===== config.mk =====
export PLATFORM = sky130hd
export DESIGN_NAME = vec_store_serializer
export DESIGN_NICKNAME = d
export VERILOG_FILES = /design/src/rtl/vec_pkg.sv /design/src/rtl/vec_lane_mux.sv /design/src/rtl/vec_store_serializer.sv
export SDC_FILE = /design/constraint.sdc
export NUM_CORES = 1
export LEC_CHECK = 0
export CELL_PAD_IN_SITES_DETAIL_PLACEMENT = 1
export CELL_PAD_IN_SITES_GLOBAL_PLACEMENT = 1
export CORE_UTILIZATION = 40
export CTS_BUF_LIST = sky130_fd_sc_hd__clkbuf_4
export DETAILED_ROUTE_END_ITERATION = 7
export HOLD_SLACK_MARGIN = 0.08
export PLACE_DENSITY = 0.93
export SLEW_MARGIN = 20
export SYNTH_ARGS = -nofsm -noshare
export SYNTH_HDL_FRONTEND = slang
export SYNTH_SLANG_ARGS = --single-unit

===== constraint.sdc =====
create_clock -name clk -period 6.7 [get_ports clk]
set_input_delay 1.005 -clock clk [delete_from_list [all_inputs] [get_ports clk]]
set_output_delay 1.005 -clock clk [all_outputs]
set_load 0.02 [all_outputs]

===== src/rtl/vec_pkg.sv =====
// Shared vector types and constants for the vector store path.
// Used by vec_store_serializer and vec_lane_mux.
package vec_pkg;

  localparam int VEC_LANES  = 24;
  localparam int VEC_LANE_W = 8;
  localparam int VEC_W      = VEC_LANES * VEC_LANE_W;

  typedef logic [VEC_W-1:0]      vec_t;
  typedef logic [VEC_LANE_W-1:0] lane_t;

  typedef enum logic [1:0] {
    IDLE,
    WRITE,
    DONE
  } vst_state_t;

endpackage


===== src/rtl/vec_lane_mux.sv =====
// Combinational LANES:1 lane selector. Out-of-range indices return zero.
// Kept generic so a vector load/extract unit can reuse it.
module vec_lane_mux
  import vec_pkg::*;
#(
  parameter int LANES  = VEC_LANES,
  parameter int LANE_W = VEC_LANE_W,
  parameter int IDX_W  = $clog2(LANES)
) (
  input  logic [LANES*LANE_W-1:0] vec,
  input  logic [IDX_W-1:0]        idx,
  output logic [LANE_W-1:0]       lane
);

  always_comb begin
    lane = '0;
    for (int i = 0; i < LANES; i++) begin
      if (idx == IDX_W'(i)) lane = vec[i*LANE_W +: LANE_W];
    end
  end

endmodule


===== src/rtl/vec_store_serializer.sv =====
// Vector store engine: drains one captured vector to byte-wide memory, lane 0 first.
// Define VEC_STORE_STRIDE_EN to add the in_stride port (default build: stride fixed at 1).
//
// state | meaning
// IDLE  | in_ready=1, waiting for a store request
// WRITE | presenting lane idx to memory, advancing on mem_ready
// DONE  | one-cycle done pulse, then back to IDLE
module vec_store_serializer
  import vec_pkg::*;
#(
  parameter int LANES  = VEC_LANES,
  parameter int LANE_W = VEC_LANE_W,
  parameter int ADDR_W = 32
) (
  input  logic                    clk,
  input  logic                    rst_n,
  input  logic                    in_valid,
  output logic                    in_ready,
  input  logic [LANES*LANE_W-1:0] in_data,
  input  logic [ADDR_W-1:0]       in_addr,
`ifdef VEC_STORE_STRIDE_EN
  input  logic [ADDR_W-1:0]       in_stride,
`endif
  output logic                    mem_we,
  output logic [ADDR_W-1:0]       mem_addr,
  output logic [LANE_W-1:0]       mem_wdata,
  input  logic                    mem_ready,
  output logic                    busy,
  output logic                    done
);

  localparam int IDX_W = $clog2(LANES);
  localparam logic [IDX_W-1:0] LAST_IDX = IDX_W'(LANES - 1);

  vst_state_t               state;
  logic [IDX_W-1:0]         idx;
  logic [LANES*LANE_W-1:0]  vec_q;
  logic [ADDR_W-1:0]        addr_q;

`ifdef VEC_STORE_STRIDE_EN
  logic [ADDR_W-1:0]        stride_q;
`else
  localparam logic [ADDR_W-1:0] stride_q = ADDR_W'(1);
`endif

  // Address is accumulated beat by beat, so no multiplier is needed for strides.
  always_ff @(posedge clk) begin
    if (!rst_n) begin
      state    <= IDLE;
      idx      <= '0;
      vec_q    <= '0;
      addr_q   <= '0;
`ifdef VEC_STORE_STRIDE_EN
      stride_q <= ADDR_W'(1);
`endif
      in_ready <= 1'b1;
      mem_we   <= 1'b0;
      busy     <= 1'b0;
      done     <= 1'b0;
    end else begin
      case (state)
        IDLE: begin
          if (in_valid && in_ready) begin
            vec_q    <= in_data;
            addr_q   <= in_addr;
            idx      <= '0;
`ifdef VEC_STORE_STRIDE_EN
            stride_q <= in_stride;
`endif
            state    <= WRITE;
            in_ready <= 1'b0;
            mem_we   <= 1'b1;
            busy     <= 1'b1;
          end
        end
        WRITE: begin
          if (mem_ready) begin
            if (idx == LAST_IDX) begin
              state  <= DONE;
              mem_we <= 1'b0;
              done   <= 1'b1;
            end else begin
              idx    <= idx + IDX_W'(1);
              addr_q <= addr_q + stride_q;
            end
          end
        end
        DONE: begin
          state    <= IDLE;
          done     <= 1'b0;
          busy     <= 1'b0;
          in_ready <= 1'b1;
        end
        default: begin
          state    <= IDLE;
          in_ready <= 1'b1;
          mem_we   <= 1'b0;
          busy     <= 1'b0;
          done     <= 1'b0;
        end
      endcase
    end
  end

  assign mem_addr = addr_q;

  vec_lane_mux #(
    .LANES  (LANES),
    .LANE_W (LANE_W),
    .IDX_W  (IDX_W)
  ) u_lane_mux (
    .vec  (vec_q),
    .idx  (idx),
    .lane (mem_wdata)
  );

endmodule


==> qor.txt <==
status -> finished, final reports clean
synthesized area per cell -> 7.467 µm²
dominant cell type by area after synthesis -> dfxtp_1
Peak VDD IR -> 0.1161 mV
Final Cell Area -> 0.01489 mm²
Post-CTS Hold Buffers -> 0
M1 GR Usage -> 0.3718
met3 Use GR -> 0.05182
GRT Overall Usage -> 0.2992
Global Route met2 Usage -> 0.5054
slowest stage delay, CP -> 0.71 ns
area of the mapped netlist -> 0.01138 mm²
relative slew slack -> 0.3629
final cell count without fillers -> 2171
Clock Latency Late Sink -> 0.72 ns
Post-synth EDFFs -> 0
largest net degree at the start of global routing -> 198
Core ar. -> 0.02786 mm²
input/output buffers -> 271
PostCTS Resize Cnt -> 0
Final Max Tran Viols -> 0
startpoint class of the critical path -> register
Fin Setup TNS -> 0 ns
most common cell after layout, fill and taps aside -> nand2_1
Yosys top cell area share -> 0.4134
clock sink count -> 235
gpl congestion -> 0.9514
total CTS buffers -> 61
sequential share of the synthesized area -> 0.4134
Hold Vio Cnt, Final -> 0
Fill cells -> 3446
I/O pin cnt -> 272
crit-path max FO -> 22
fmax -> 0.1836 GHz
Worst Skew -> 0.02708 ns
CP Capture Type -> output pin
Initial Util -> 0.4085
GR Overflow Total -> 0
CP arrival -> 4.44 ns
GR peak layer -> met2
antenna violations before repair -> 1
DRT Pass-1 Iters -> 7
RSZ-0062 raised after global routing -> no
Clock H-tree levels -> 2
top cells by area, synth -> dfxtp_1 41%, nand2_1 15%, a21oi_1 11%, o21ai_0 2.2%, clkbuf_1 2.2%
Cells after Synth -> 1524
Slew @ Worst Pin -> 0.9556 ns
YS warnings -> 0
DP Worst Slack -> 2.066 ns
HP Class -> register to register
setup ws final -> 1.254 ns
crit path buf inv count -> 2
Post-synth ARST share -> 0
Post-Syn Nets -> 1758
wire per inst -> 20.53 µm
die width -> 170.7 µm
critical path's top delay family -> compound AO/OA/AOI/OAI gates
post-route clock period utilization -> 0.8128
clock buffer depth -> 3
Worst-path clk slew -> 0.06 ns
worst-path cell chain -> inv_1, ha_1, nor3_1, nor4_1, a221oi_1, o311ai_1, a21oi_1, o41ai_2, clkdlybuf4s50_1
DRC Markers -> 0
dpl hpwl -> 32090 µm
Routed Antenna Nets -> 0
Final Critical Period -> 5.446 ns
Post-DP Area -> 0.01412 mm²
Setup violations, final -> 0
synth unique cells -> 88
CP required -> 5.69 ns
Post-Route WL -> 44580 µm
ys flop type -> dfxtp_1
CTS Root Cell -> clkbuf_4
Leak Pwr -> 5.371 nW
Nets -> 1982
first-pass GRT wire length -> 67610 µm
most frequent cells in the layout -> 452 x nand2_1, 271 x clkdlybuf4s50_1, 252 x a21oi_1, 234 x dfxtp_1, 81 x clkbuf_4
TritonCTS clock tree -> yes
share of cells above drive strength 1 -> 0.07761
register bit count reported by yosys -> 235
pwr/cell area -> 229.5 mW/mm²
placed cells -> 2063
P&R area growth vs syn -> 30.84%
vias in the first global route -> 12.68k
DR vias/cell -> 5.680
via count -> 12.33k
die area -> 0.02913 mm²
maxcap violations -> 0
DRT iter0 DRCs -> 908
Chip Height -> 170.7 µm
Crit Path Category -> register to output pin
Post-CTS Setup Bufs -> 0
# rows -> 61
critical path's slowest cell -> ha_1
[metrics by stage]
| stage | util | hold slack (ns) | power [mW] |
|---|---|---|---|
| 2_1_floorplan | - | 0.4311 | 1.879 |
| 3_3_place_gp | 0.5070 | 0.4373 | 2.166 |
| 3_5_place_dp | 0.5070 | 0.4486 | 2.187 |
| 4_1_cts | 0.5342 | 0.4573 | 3.431 |
| 5_1_grt | 0.5345 | 0.4780 | 3.568 |
| 6_report | 0.5345 | 0.4536 | 3.417 |
[layer usage]
| metal | up-vias | routed length [µm] |
|---|---|---|
| met3 | 106 | 2958 |
| li1 | 5810 | - |
| met1 | 5914 | 18680 |
| met5 | - | 0 |
| met2 | 501 | 21330 |
| met4 | 0 | 1610 |
[worst paths after layout]
path | start | endpoint | slack, ns | cells after the start
hold reg to reg | busy$_SDFFE_PN0P_ | busy$_SDFFE_PN0P_ | 0.45 | 2
setup / recovery | idx[0]$_SDFFE_PN0P_ | mem_wdata[7] | 1.25 | 9
setup reg to reg | idx[2]$_SDFFE_PN0P_ | mem_addr[27]$_SDFFE_PN0P_ | 3.19 | 7
hold / removal | busy$_SDFFE_PN0P_ | busy$_SDFFE_PN0P_ | 0.45 | 2
[cell families (layout without fill, tap and decap cells)]
| kind of cell | after synthesis | count (layout) | synth area share |
|---|---|---|---|
| flip-flops | 235 | 235 | 0.4134 |
| other | 0 | 2 | 0 |
| buffers and inverters | 144 | 411 | 0.05772 |
| adder cells (fa/ha/maj) | 6 | 6 | 0.006597 |
| AND/OR/NAND/NOR | 662 | 662 | 0.2643 |
| multiplexers | 2 | 2 | 0.001759 |
| AO/OA/AOI/OAI | 472 | 472 | 0.2539 |
| XOR/XNOR | 3 | 3 | 0.002309 |
[where the power goes]
part / switching [mW] / leakage, nW / internal, mW
clock network: 0.611 / 0.449 / 0.638
logic: 0.313 / 3.00 / 0.265
registers: 0.0931 / 1.93 / 1.50
[final cells by class]
| cell class | instances | area (µm²) | share of cell area |
|---|---|---|---|
| multi-input combinational | 1145 | 6032 | 0.4051 |
| sequential | 235 | 4706 | 0.3160 |
| timing repair buffer | 286 | 2838 | 0.1906 |
| clock buffer | 81 | 608.1 | 0.04084 |
| tap | 378 | 473.0 | 0.03176 |
| clock inverter | 25 | 151.4 | 0.01017 |
| inverter | 19 | 76.32 | 0.005126 |
| antenna | 2 | 5.005 | 0.0003361 |
[worst reg2reg max path, cell delays in order (launching register included)]
cell,delay (ns)
dfxtp_1,0.85
buf_4,0.38
nand4b_1,0.36
nand3_1,0.27
a21o_1,0.78
nor2_1,0.28
a31o_2,0.32
a221oi_2,0.19
[sequential cells by signal (all words and copies together), names as in the netlist]
name,count
state,2
busy,1
mem_addr,32
in_ready,1
mem_we,1
vec_q,192
done,1
idx,5
[cells in the mapped netlist, drive strengths merged (5+ instances only)]
cell type	n
and3	15
buf	57
inv	19
and2	6
a32oi	6
o21ai	55
nor2	62
o221ai	10
nand3	16
nor2b	14
a211o	5
a211oi	24
a31oi	15
nand2	453
dfxtp	235
and4	6
nor3b	10
ha	6
or3	5
or2	5
nand4	7
o22ai	17
a311oi	7
nor3	19
a21o	5
a221oi	14
nand3b	9
nand2b	11
a22oi	5
a21oi	253
a221o	7
clkbuf	68
(Power assumes the default switching activity.)
